**src/rtl/fc_agu_gen_if.sv**
```systemverilog
`default_nettype none
// ============================================================================
// Module      : fc_agu_gen_if
// Description : Address beat bus from the FC AGU to the PE array buffers.
// Revision    : 1.0 - initial release
// ============================================================================
interface fc_agu_gen_if #(
    parameter int ADDR_W = 8,
    parameter int BATCH  = 4
);
    localparam int SEL_W = (BATCH > 1) ? $clog2(BATCH) : 1;

    logic              out_valid;
    logic              out_ready;
    logic [ADDR_W-1:0] dbuf_addr;
    logic              dbuf_mask;
    logic [1:0]        dbuf_mux;
    logic [ADDR_W-1:0] pbuf_addr;
    logic [SEL_W-1:0]  pbuf_sel;
    logic [ADDR_W-1:0] abuf_addr;
    logic [BATCH-1:0]  abuf_acc_en;
    logic              abuf_acc_new;

    modport master (
        output out_valid, dbuf_addr, dbuf_mask, dbuf_mux, pbuf_addr,
               pbuf_sel, abuf_addr, abuf_acc_en, abuf_acc_new,
        input  out_ready
    );

    modport slave (
        input  out_valid, dbuf_addr, dbuf_mask, dbuf_mux, pbuf_addr,
               pbuf_sel, abuf_addr, abuf_acc_en, abuf_acc_new,
        output out_ready
    );
endinterface
`default_nettype wire

```
**src/rtl/fc_agu_gen.sv**
```systemverilog
`default_nettype none
// ============================================================================
// Module      : fc_agu_gen
// Description : FC-layer address generator; walks an (idx, trip) loop nest
//               and emits one registered buffer-address beat per cycle.
// Revision    : 1.0 - initial release
// ============================================================================
module fc_agu_gen #(
    parameter int ADDR_W = 8,
    parameter int BATCH  = 4,
    parameter int CNT_W  = 8
) (
    input  wire logic              clk,
    input  wire logic              rst,
    input  wire logic              start,
    output logic                   busy,
    output logic                   done,
    input  wire logic [1:0]        conf_mode,
    input  wire logic [CNT_W-1:0]  conf_idx_cnt,
    input  wire logic [CNT_W-1:0]  conf_idx_valid,
    input  wire logic [CNT_W-1:0]  conf_trip_cnt,
    input  wire logic              conf_is_new,
    input  wire logic [ADDR_W-1:0] conf_dbuf_base,
    input  wire logic [ADDR_W-1:0] conf_pbuf_base,
    input  wire logic [ADDR_W-1:0] conf_abuf_base,
    fc_agu_gen_if.master           bus
);
    localparam int SEL_W = (BATCH > 1) ? $clog2(BATCH) : 1;

    localparam logic [1:0] S_IDLE = 2'd0;
    localparam logic [1:0] S_RUN  = 2'd1;
    localparam logic [1:0] S_DONE = 2'd2;

    localparam logic [1:0] M_FP = 2'd0;
    localparam logic [1:0] M_BP = 2'd1;
    localparam logic [1:0] M_WU = 2'd2;
    localparam logic [1:0] M_RSV = 2'd3;

    logic [1:0]        r_state;
    logic [1:0]        r_mode;
    logic [CNT_W-1:0]  r_idx_cnt;
    logic [CNT_W-1:0]  r_idx_valid;
    logic [CNT_W-1:0]  r_trip_cnt;
    logic              r_is_new;
    logic [ADDR_W-1:0] r_dbase;
    logic [ADDR_W-1:0] r_pbase;
    logic [ADDR_W-1:0] r_abase;
    logic [CNT_W-1:0]  r_i;
    logic [CNT_W-1:0]  r_t;
    logic [ADDR_W-1:0] r_lin;

    logic              r_busy;
    logic              r_done;
    logic              r_valid;
    logic [ADDR_W-1:0] r_dbuf_addr;
    logic              r_dbuf_mask;
    logic [1:0]        r_dbuf_mux;
    logic [ADDR_W-1:0] r_pbuf_addr;
    logic [SEL_W-1:0]  r_pbuf_sel;
    logic [ADDR_W-1:0] r_abuf_addr;
    logic [BATCH-1:0]  r_acc_en;
    logic              r_acc_new;

    logic              w_accept;
    logic              w_t_wrap;
    logic              w_last;
    logic              w_zero_job;
    logic [CNT_W-1:0]  w_i_nxt;
    logic [CNT_W-1:0]  w_t_nxt;
    logic [ADDR_W-1:0] w_lin_nxt;

    logic [1:0]        w_bmode;
    logic [CNT_W-1:0]  w_bi;
    logic [CNT_W-1:0]  w_bt;
    logic [ADDR_W-1:0] w_blin;
    logic [CNT_W-1:0]  w_bvalid;
    logic              w_bnew;
    logic [ADDR_W-1:0] w_bdb;
    logic [ADDR_W-1:0] w_bpb;
    logic [ADDR_W-1:0] w_bab;

    logic [ADDR_W-1:0] w_i_a;
    logic [ADDR_W-1:0] w_t_a;
    logic [SEL_W-1:0]  w_sel;
    logic [BATCH-1:0]  w_one_hot;

    logic [ADDR_W-1:0] w_dbuf_addr;
    logic              w_dbuf_mask;
    logic [1:0]        w_dbuf_mux;
    logic [ADDR_W-1:0] w_pbuf_addr;
    logic [SEL_W-1:0]  w_pbuf_sel;
    logic [ADDR_W-1:0] w_abuf_addr;
    logic [BATCH-1:0]  w_acc_en;
    logic              w_acc_new;

    assign w_accept   = r_valid & bus.out_ready;
    assign w_t_wrap   = (r_t == r_trip_cnt - CNT_W'(1));
    assign w_last     = w_t_wrap && (r_i == r_idx_cnt - CNT_W'(1));
    assign w_t_nxt    = w_t_wrap ? '0 : r_t + CNT_W'(1);
    assign w_i_nxt    = w_t_wrap ? r_i + CNT_W'(1) : r_i;
    assign w_lin_nxt  = r_lin + ADDR_W'(1);
    assign w_zero_job = (conf_idx_cnt == '0) || (conf_trip_cnt == '0) || (conf_mode == M_RSV);

    // Outputs are registered, so the beat loaded at a clock edge is computed
    // from the counter values that will be current after that edge.
    always_comb begin
        if (r_state == S_IDLE) begin
            w_bmode  = conf_mode;
            w_bi     = '0;
            w_bt     = '0;
            w_blin   = '0;
            w_bvalid = conf_idx_valid;
            w_bnew   = conf_is_new;
            w_bdb    = conf_dbuf_base;
            w_bpb    = conf_pbuf_base;
            w_bab    = conf_abuf_base;
        end else begin
            w_bmode  = r_mode;
            w_bi     = w_i_nxt;
            w_bt     = w_t_nxt;
            w_blin   = w_lin_nxt;
            w_bvalid = r_idx_valid;
            w_bnew   = r_is_new;
            w_bdb    = r_dbase;
            w_bpb    = r_pbase;
            w_bab    = r_abase;
        end
    end

    assign w_i_a     = ADDR_W'(w_bi);
    assign w_t_a     = ADDR_W'(w_bt);
    assign w_sel     = w_bt[SEL_W-1:0];
    assign w_one_hot = {{(BATCH-1){1'b0}}, 1'b1} << w_sel;

    always_comb begin
        w_dbuf_addr = '0;
        w_dbuf_mask = (w_bi >= w_bvalid);
        w_dbuf_mux  = '0;
        w_pbuf_addr = '0;
        w_pbuf_sel  = '0;
        w_abuf_addr = '0;
        w_acc_en    = '0;
        w_acc_new   = 1'b0;
        case (w_bmode)
            M_FP: begin
                w_dbuf_addr = w_bdb + w_i_a;
                w_pbuf_addr = w_bpb + w_blin;
                w_abuf_addr = w_bab + w_t_a;
                w_dbuf_mux  = w_bi[1:0];
                w_acc_en    = '1;
                w_acc_new   = w_bnew & (w_bi == '0);
            end
            M_BP: begin
                w_dbuf_addr = w_bdb + w_t_a;
                w_pbuf_addr = w_bpb + w_blin;
                w_abuf_addr = w_bab + w_i_a;
                w_acc_en    = '1;
                w_acc_new   = w_bnew & (w_bt == '0);
            end
            M_WU: begin
                w_dbuf_addr = w_bdb + w_i_a;
                w_pbuf_addr = w_bpb + w_t_a;
                w_abuf_addr = w_bab + w_blin;
                w_pbuf_sel  = w_sel;
                w_acc_en    = w_one_hot;
                w_acc_new   = w_bnew;
            end
            default: begin
            end
        endcase
    end

    always_ff @(posedge clk or negedge rst) begin
        if (!rst) begin
            r_state     <= S_IDLE;
            r_mode      <= '0;
            r_idx_cnt   <= '0;
            r_idx_valid <= '0;
            r_trip_cnt  <= '0;
            r_is_new    <= 1'b0;
            r_dbase     <= '0;
            r_pbase     <= '0;
            r_abase     <= '0;
            r_i         <= '0;
            r_t         <= '0;
            r_lin       <= '0;
            r_busy      <= 1'b0;
            r_done      <= 1'b0;
            r_valid     <= 1'b0;
            r_dbuf_addr <= '0;
            r_dbuf_mask <= 1'b0;
            r_dbuf_mux  <= '0;
            r_pbuf_addr <= '0;
            r_pbuf_sel  <= '0;
            r_abuf_addr <= '0;
            r_acc_en    <= '0;
            r_acc_new   <= 1'b0;
        end else begin
            case (r_state)
                S_IDLE: begin
                    if (start) begin
                        r_mode      <= conf_mode;
                        r_idx_cnt   <= conf_idx_cnt;
                        r_idx_valid <= conf_idx_valid;
                        r_trip_cnt  <= conf_trip_cnt;
                        r_is_new    <= conf_is_new;
                        r_dbase     <= conf_dbuf_base;
                        r_pbase     <= conf_pbuf_base;
                        r_abase     <= conf_abuf_base;
                        r_i         <= '0;
                        r_t         <= '0;
                        r_lin       <= '0;
                        r_busy      <= 1'b1;
                        if (w_zero_job) begin
                            r_state <= S_DONE;
                            r_done  <= 1'b1;
                        end else begin
                            r_state     <= S_RUN;
                            r_valid     <= 1'b1;
                            r_dbuf_addr <= w_dbuf_addr;
                            r_dbuf_mask <= w_dbuf_mask;
                            r_dbuf_mux  <= w_dbuf_mux;
                            r_pbuf_addr <= w_pbuf_addr;
                            r_pbuf_sel  <= w_pbuf_sel;
                            r_abuf_addr <= w_abuf_addr;
                            r_acc_en    <= w_acc_en;
                            r_acc_new   <= w_acc_new;
                        end
                    end
                end
                S_RUN: begin
                    if (w_accept) begin
                        if (w_last) begin
                            r_state <= S_DONE;
                            r_valid <= 1'b0;
                            r_done  <= 1'b1;
                        end else begin
                            r_i         <= w_i_nxt;
                            r_t         <= w_t_nxt;
                            r_lin       <= w_lin_nxt;
                            r_dbuf_addr <= w_dbuf_addr;
                            r_dbuf_mask <= w_dbuf_mask;
                            r_dbuf_mux  <= w_dbuf_mux;
                            r_pbuf_addr <= w_pbuf_addr;
                            r_pbuf_sel  <= w_pbuf_sel;
                            r_abuf_addr <= w_abuf_addr;
                            r_acc_en    <= w_acc_en;
                            r_acc_new   <= w_acc_new;
                        end
                    end
                end
                S_DONE: begin
                    r_state <= S_IDLE;
                    r_done  <= 1'b0;
                    r_busy  <= 1'b0;
                end
                default: begin
                    r_state <= S_IDLE;
                    r_valid <= 1'b0;
                    r_done  <= 1'b0;
                    r_busy  <= 1'b0;
                end
            endcase
        end
    end

    assign busy             = r_busy;
    assign done             = r_done;
    assign bus.out_valid    = r_valid;
    assign bus.dbuf_addr    = r_dbuf_addr;
    assign bus.dbuf_mask    = r_dbuf_mask;
    assign bus.dbuf_mux     = r_dbuf_mux;
    assign bus.pbuf_addr    = r_pbuf_addr;
    assign bus.pbuf_sel     = r_pbuf_sel;
    assign bus.abuf_addr    = r_abuf_addr;
    assign bus.abuf_acc_en  = r_acc_en;
    assign bus.abuf_acc_new = r_acc_new;
endmodule
`default_nettype wire

```
**src/flat_wrapper.sv**
```systemverilog
// flat-port wrapper written by rule: the top's interface ports become plain ports
module fc_agu_gen_flat 
#(
    parameter int ADDR_W = 8,
    parameter int BATCH  = 4,
    parameter int CNT_W  = 8
)
  (clk, rst, start, busy, done, conf_mode, conf_idx_cnt, conf_idx_valid, conf_trip_cnt, conf_is_new, conf_dbuf_base, conf_pbuf_base, conf_abuf_base, bus_out_valid, bus_dbuf_addr, bus_dbuf_mask, bus_dbuf_mux, bus_pbuf_addr, bus_pbuf_sel, bus_abuf_addr, bus_abuf_acc_en, bus_abuf_acc_new, bus_out_ready);
  fc_agu_gen_if #(.ADDR_W(ADDR_W), .BATCH(BATCH)) bus_i ();
  input  wire logic clk;
  input  wire logic rst;
  input  wire logic start;
  output logic busy;
  output logic done;
  input  wire logic [1:0] conf_mode;
  input  wire logic [CNT_W-1:0] conf_idx_cnt;
  input  wire logic [CNT_W-1:0] conf_idx_valid;
  input  wire logic [CNT_W-1:0] conf_trip_cnt;
  input  wire logic conf_is_new;
  input  wire logic [ADDR_W-1:0] conf_dbuf_base;
  input  wire logic [ADDR_W-1:0] conf_pbuf_base;
  input  wire logic [ADDR_W-1:0] conf_abuf_base;
  output wire logic [$bits(bus_i.out_valid)-1:0] bus_out_valid;
  output wire logic [$bits(bus_i.dbuf_addr)-1:0] bus_dbuf_addr;
  output wire logic [$bits(bus_i.dbuf_mask)-1:0] bus_dbuf_mask;
  output wire logic [$bits(bus_i.dbuf_mux)-1:0] bus_dbuf_mux;
  output wire logic [$bits(bus_i.pbuf_addr)-1:0] bus_pbuf_addr;
  output wire logic [$bits(bus_i.pbuf_sel)-1:0] bus_pbuf_sel;
  output wire logic [$bits(bus_i.abuf_addr)-1:0] bus_abuf_addr;
  output wire logic [$bits(bus_i.abuf_acc_en)-1:0] bus_abuf_acc_en;
  output wire logic [$bits(bus_i.abuf_acc_new)-1:0] bus_abuf_acc_new;
  input wire logic [$bits(bus_i.out_ready)-1:0] bus_out_ready;
  assign bus_out_valid = bus_i.out_valid;
  assign bus_dbuf_addr = bus_i.dbuf_addr;
  assign bus_dbuf_mask = bus_i.dbuf_mask;
  assign bus_dbuf_mux = bus_i.dbuf_mux;
  assign bus_pbuf_addr = bus_i.pbuf_addr;
  assign bus_pbuf_sel = bus_i.pbuf_sel;
  assign bus_abuf_addr = bus_i.abuf_addr;
  assign bus_abuf_acc_en = bus_i.abuf_acc_en;
  assign bus_abuf_acc_new = bus_i.abuf_acc_new;
  assign bus_i.out_ready = bus_out_ready;
  fc_agu_gen #(.ADDR_W(ADDR_W), .BATCH(BATCH), .CNT_W(CNT_W)) u_core (.clk(clk), .rst(rst), .start(start), .busy(busy), .done(done), .conf_mode(conf_mode), .conf_idx_cnt(conf_idx_cnt), .conf_idx_valid(conf_idx_valid), .conf_trip_cnt(conf_trip_cnt), .conf_is_new(conf_is_new), .conf_dbuf_base(conf_dbuf_base), .conf_pbuf_base(conf_pbuf_base), .conf_abuf_base(conf_abuf_base), .bus(bus_i));
endmodule
```
**config.mk**
```make
export PLATFORM = sky130hd
export DESIGN_NAME = fc_agu_gen_flat
export DESIGN_NICKNAME = d
export VERILOG_FILES = /design/src/rtl/fc_agu_gen_if.sv /design/src/rtl/fc_agu_gen.sv /design/src/flat_wrapper.sv
export SDC_FILE = /design/constraint.sdc
export NUM_CORES = 1
export LEC_CHECK = 0
export CORE_UTILIZATION = 51
export CTS_CLUSTER_SIZE = 16
export DETAILED_ROUTE_END_ITERATION = 10
export HOLD_SLACK_MARGIN = 0.05
export PLACE_DENSITY_LB_ADDON = 0.25
export SKIP_CTS_REPAIR_TIMING = 1
export SLEW_MARGIN = 40
export SYNTH_ARGS = -nofsm -noshare
export SYNTH_HDL_FRONTEND = slang
export SYNTH_SLANG_ARGS = --single-unit
```
**constraint.sdc**
```tcl
create_clock -name clk -period 3.9 [get_ports clk]
set_input_delay 0.78 -clock clk [delete_from_list [all_inputs] [get_ports clk]]
set_output_delay 0.78 -clock clk [all_outputs]
set_load 0.01 [all_outputs]
```
* Word-level counts from Yosys, hierarchy flattened
Index checks and enable logic that the tools add are counted.
Widths: inputs -> output; s select.
** Storage, ports and cells
- Flip-flop bits (word level) :: 114
- Word-level logic and storage cells :: 159
** Cells by class
- $add $sub $neg :: 12
- Order comparisons :: 1
- Eq/ne operators :: 13
- Shift-type cells :: 1
- Multiplexer cells :: 85
- Bitwise operators :: 5
- Reductions and logical operators :: 19
** Operator list (number)
- $mux 8 :: 28
- $pmux 8 s2 :: 8
- $add 8x8->8 :: 7
- $logic_not 8->1 :: 4
- $mux 2 :: 15
- $add 8x1->8 const B :: 3
- $pmux 8 s3 :: 1
- $mux 1 :: 18
- $eq 8x8->1 :: 2
- $mux 4 :: 4
- $pmux 4 s2 :: 2
- $sub 8x1->8 const B :: 2
- $pmux 2 s2 :: 3
- $reduce_and 5->1 :: 2
- $ge 8x8->1 :: 1
- $pmux 1 s2 :: 4
- $reduce_and 4->1 :: 2
- $eq 2x2->1 const B :: 3
- $ne 2x1->1 const B :: 3
- $ne 2x2->1 const B :: 3
- $pmux 1 s3 :: 2
- $eq 2x1->1 const B :: 2
- $logic_not 2->1 :: 2
- $reduce_and 2->1 :: 2
- 8 further kinds :: 13

* Longest topological paths before layout
- Depth after elaboration :: 10
- Mapped depth :: 22
- Mapped depth without buffers :: 21

* Worst setup path after synthesis
OpenSTA, ideal clock, no wires.
- Kind :: register to register
- From :: register u_core.r_trip_cnt[0]
- To :: register u_core.r_abuf_addr[7], in the netlist u_core.bus.abuf_addr[7]
- Data arrival time :: 3.967 ns
- Required time :: 3.805 ns
- Path slack :: -0.163 ns
- Stages on the path, launching flop included :: 22
- Buffers on the path :: 1
- Period minus slack after synthesis :: 4.063 ns
- Cell sequence :: dfrtp_1 -> inv_1 -> ha_1 -> nor3b_1 -> xnor2_1 -> or3b_2 -> o21ai_1 -> nand2_1 -> buf_4 -> mux2i_1 -> nor2_1 -> a32oi_1 -> a21oi_1 -> ha_1 -> a21o_1 -> a21oi_1 -> nor2b_1 -> o21ai_0 -> a21oi_1 -> xnor2_1 -> xnor2_1 -> o31ai_1
** Between the ends
- Cells in the longest elaborated chain, start to end :: 9
** RTL lines
- start, declared :: line fc_agu_gen.sv:43 : logic [CNT_W-1:0] r_trip_cnt;
- start signal, assigned :: line fc_agu_gen.sv:205 : r_trip_cnt <= conf_trip_cnt;
- $sub 8x1->8 * :: line fc_agu_gen.sv:97 : assign w_t_wrap = (r_t == r_trip_cnt - CNT_W'(1));
- $eq 8x8->1 * :: line fc_agu_gen.sv:97
- $mux 8, on equally long branches :: line fc_agu_gen.sv:100, fc_agu_gen.sv:99
- $mux 8 :: line fc_agu_gen.sv:107 : if (r_state == S_IDLE) begin
- $add 8x8->8, on equally long branches :: line fc_agu_gen.sv:156, fc_agu_gen.sv:148
- $pmux 8 s3 :: line fc_agu_gen.sv:144 : case (w_bmode)
- $mux 8, on equally long branches :: line fc_agu_gen.sv:233, fc_agu_gen.sv:214
- $mux 8, on equally long branches :: line fc_agu_gen.sv:232, fc_agu_gen.sv:201
- $pmux 8 s2 :: line fc_agu_gen.sv:199 : case (r_state)
- end signal, assigned :: line fc_agu_gen.sv:225 : r_abuf_addr <= w_abuf_addr;
- end signal, assigned :: line fc_agu_gen.sv:246 : r_abuf_addr <= w_abuf_addr;
- end, declared :: line fc_agu_gen.sv:60 : logic [ADDR_W-1:0] r_abuf_addr;
Every way passes the cells marked *; elsewhere a longest branch is shown, timed or not. The select of a mux whose other input is x is not followed.
A chain may end at the register's enable or synchronous reset.

* Final worst setup path
- From :: register u_core.r_trip_cnt[5]
- To :: register u_core.r_abuf_addr[7], in the netlist u_core.bus.abuf_addr[7]
Same word-level chain as after synthesis.

==> results.toml <==
[floorplanning]
die_area_um2 = 15200
core_area_um2 = 14100
die-height_um = 123
initial_core_util_pct = 53.1
die_w_um = 123
num_rows = 43
ios = 92

[global_routing]
grt_pass1_wl_mm = 34.2
grt.overflow.total = 0
grt_pass1_vias = 6635
grt_use_total_pct = 29.8
grt_max_degree = 64
antenna_found_initial = 0

[final_layout]
syn_to_final_growth_pct = 34.4
layout.nets = 1173
multi_input_area_um2 = 4610
fin_util_pct = 71.4
instances_no_fill = 1267
drive_gt1_share_pct = 17.8
fin_area_um2 = 10100
antenna_cells = 0
fill_cells = 1086
regArea_um2 = 2850

[worst_setup_path]
start_kind = "flop"
criticalPathCategory = "reg2reg"
crit_arrival_ns = 4.39
crit_required_ns = 4.22
end_kind = "flop"
critPathMaxFanout = 7

[sta]
fin_worst_skew_ns = 0.00600
tightestPinTransition_ns = 0.618
rsz0062_at_grt = "true"
report.final.hold_viol_count = 0
slew_violations = 0
layout_setup_ws_ns = -0.173
max-slew-margin-rel_pct = 58.8
fin_crit_ns = 4.07
min_period_over_period_pct = 104
fin_tns_setup_ns = -0.263
fmax_ghz = 0.245
setup_viol = 3

[power]
power_frac_comb_pct = 59.3
leakage_uw = 0.00480
internal_power_uw = 5120
ir_drop_mv = 0.435
seqPwrFrac_pct = 22.4
netSwitchingFraction_pct = 41.8
p_clk_share_pct = 18.3
switching_power_uw = 3680
powerDensity_nw_per_um2 = 872

[placement]
place_hpwl_mm = 15.3
dp_cells = 1224
postPlaceCellArea_um2 = 9100
place_ws_ns = -0.336
place.gp.congestion = 0.943
port_buffers = 91

[worst_hold_path]
hold_class = "in2async"

[synthesis]
syn_area_um2 = 7510
yosysSeqAreaShare_pct = 38.0
syn_inst = 930
yosys_register_bits = 114
synth_nets = 1026
ys.flop_type = "dfrtp_1"
synth_edf_count = 0
synth_area_per_cell_um2 = 8.08
ys_warn_count = 0
synthArstFlopShare_pct = 100
ys_types = 64

[clock_network]
cts_sinks = 114
h-tree-depth = 4
clock_path_buffers = 2
insertion_delay_ns = 0.42
cts.clk_slew.worst_paths_ns = 0.05
root_buffer = "clkbuf_16"
cts_tree = "yes"
cts_buffers = 17

[route]
postRouteWirelength_mm = 21.8
antenna_left = 0
remaining_drc_errors = 0
firstDrtPassIters = 5
wl_per_cell_um = 17.2
vias = 7187
drt_iter0_drc = 624
vias_per_cell = 5.67

[status]
violations = "negative setup slack"
status = "complete, but fails checks"

[run]
maxCapViolations = 0
-- path summary, 6_finish.rpt --
path,to,depth (start not counted),slack [ns],from
max reg2reg,u_core.bus.abuf_addr[7],19,-0.17,u_core.r_trip_cnt[5]
max,u_core.bus.abuf_addr[7],19,-0.17,u_core.r_trip_cnt[5]
min reg2reg,u_core.r_idx_valid[0],2,0.47,u_core.r_idx_valid[0]
min in group clk,u_core.r_idx_valid[0],2,0.47,u_core.r_idx_valid[0]
min,u_core.r_trip_cnt[5],1,0.35,rst
max in group asynchronous,u_core.bus.pbuf_addr[5],2,2.84,rst
-- layout make-up --
cell class	count	area share, %
multi-input cells	733	45.6
flip-flops and latches	114	28.3
repair buffers	187	17.1
clock buffers	24	4.97
well taps	180	2.23
clock inverters	5	0.991
inverters	24	0.892
-- synth_stat cells (all sizes together), types with 5 or more instances --
master  count  area [µm²]
a21o       17         128
a21oi      32         164
a31oi       9        56.3
and3        7        43.8
buf        21         114
clkbuf     38         144
dfrtp     114        2850
ha         38         475
inv        24        90.1
mux2i      19         190
nand2     273        1020
nand2b     13        81.3
nand3      24         120
nor2       56         220
nor2b      13        81.3
nor3       13        76.3
nor3b       5        37.5
nor4        7        58.8
o21ai      62         310
o31ai      29         223
o41ai       7        61.3
xnor2      34         298
xor2       24         210
-- layer usage --
| metal | GRT usage, % | wire length, µm | part of all wire, % |
|---|---|---|---|
| met5 | 0 | 0 | 0 |
| met4 | 8.21 | 311 | 1.4 |
| met1 | 42.5 | 9880 | 45 |
| met2 | 45.6 | 10200 | 47 |
| met3 | 6.37 | 1450 | 6.6 |
-- critical path, stage by stage (launching register included) --
cell	delay [ns]
dfrtp_1	0.38
or4_4	0.58
xnor2_2	0.15
o21ba_4	0.20
nor3_4	0.22
buf_6	0.16
nand2_8	0.08
mux2i_4	0.24
nor2_4	0.06
a32oi_2	0.22
a21oi_2	0.09
ha_1	0.28
a21o_1	0.18
a21oi_2	0.19
nor2b_2	0.08
o21ai_2	0.20
a21oi_2	0.10
xnor2_2	0.16
xnor2_2	0.17
o31ai_2	0.23
-- layout by cell type (no fill, tap or decap), drive strengths merged, types with 13 or more instances in the layout --
cell type / instances
a21o: 17
a21oi: 32
buf: 97
clkbuf: 24
clkdlybuf4s50: 90
dfrtp: 114
ha: 38
inv: 24
mux2i: 19
nand2: 273
nand2b: 13
nand3: 24
nor2: 56
nor2b: 13
nor3: 13
o21ai: 62
o31ai: 29
xnor2: 34
xor2: 24
-- power by group through the flow --
stage | Combinational, µW | Clock [µW] | Sequential [µW]
3_3_place_gp | 4500 | 0 | 1960
5_1_grt | 5670 | 1680 | 2030
2_1_floorplan | 2770 | 0 | 1980
4_1_cts | 4660 | 1620 | 1960
6_report | 5220 | 1610 | 1980
3_5_place_dp | 4600 | 0 | 1980
-- cell families after synthesis --
kind of cell,count (synthesis),synth area share [%]
mux,21,2.83
compound gates,181,15.4
simple gates,432,25.3
buf+inv,83,4.63
flops,114,38.0
fa+ha+maj,41,7.13
xor+xnor,58,6.76
-- registers in the layout, summed over array words and instances (netlist names), 4 cells and up --
name	flops
u_core.r_abase	8
u_core.r_pbase	8
u_core.r_dbase	8
u_core.bus.dbuf_addr	8
u_core.bus.abuf_acc_en	4
u_core.r_i	8
u_core.r_trip_cnt	8
u_core.r_idx_cnt	8
u_core.r_t	8
u_core.r_lin	8
u_core.bus.abuf_addr	8
u_core.bus.pbuf_addr	8
u_core.r_idx_valid	8
-- per-stage QoR --
| step | total power, µW | hold WS [ns] |
|---|---|---|
| floorplan | 4760 | 0.445 |
| finish | 8810 | 0.353 |
| global placement | 6460 | 0.456 |
| CTS | 8250 | 0.372 |
| global route | 9380 | 0.375 |
| detailed placement | 6580 | 0.461 |
Power figures use the tool's default switching activity.
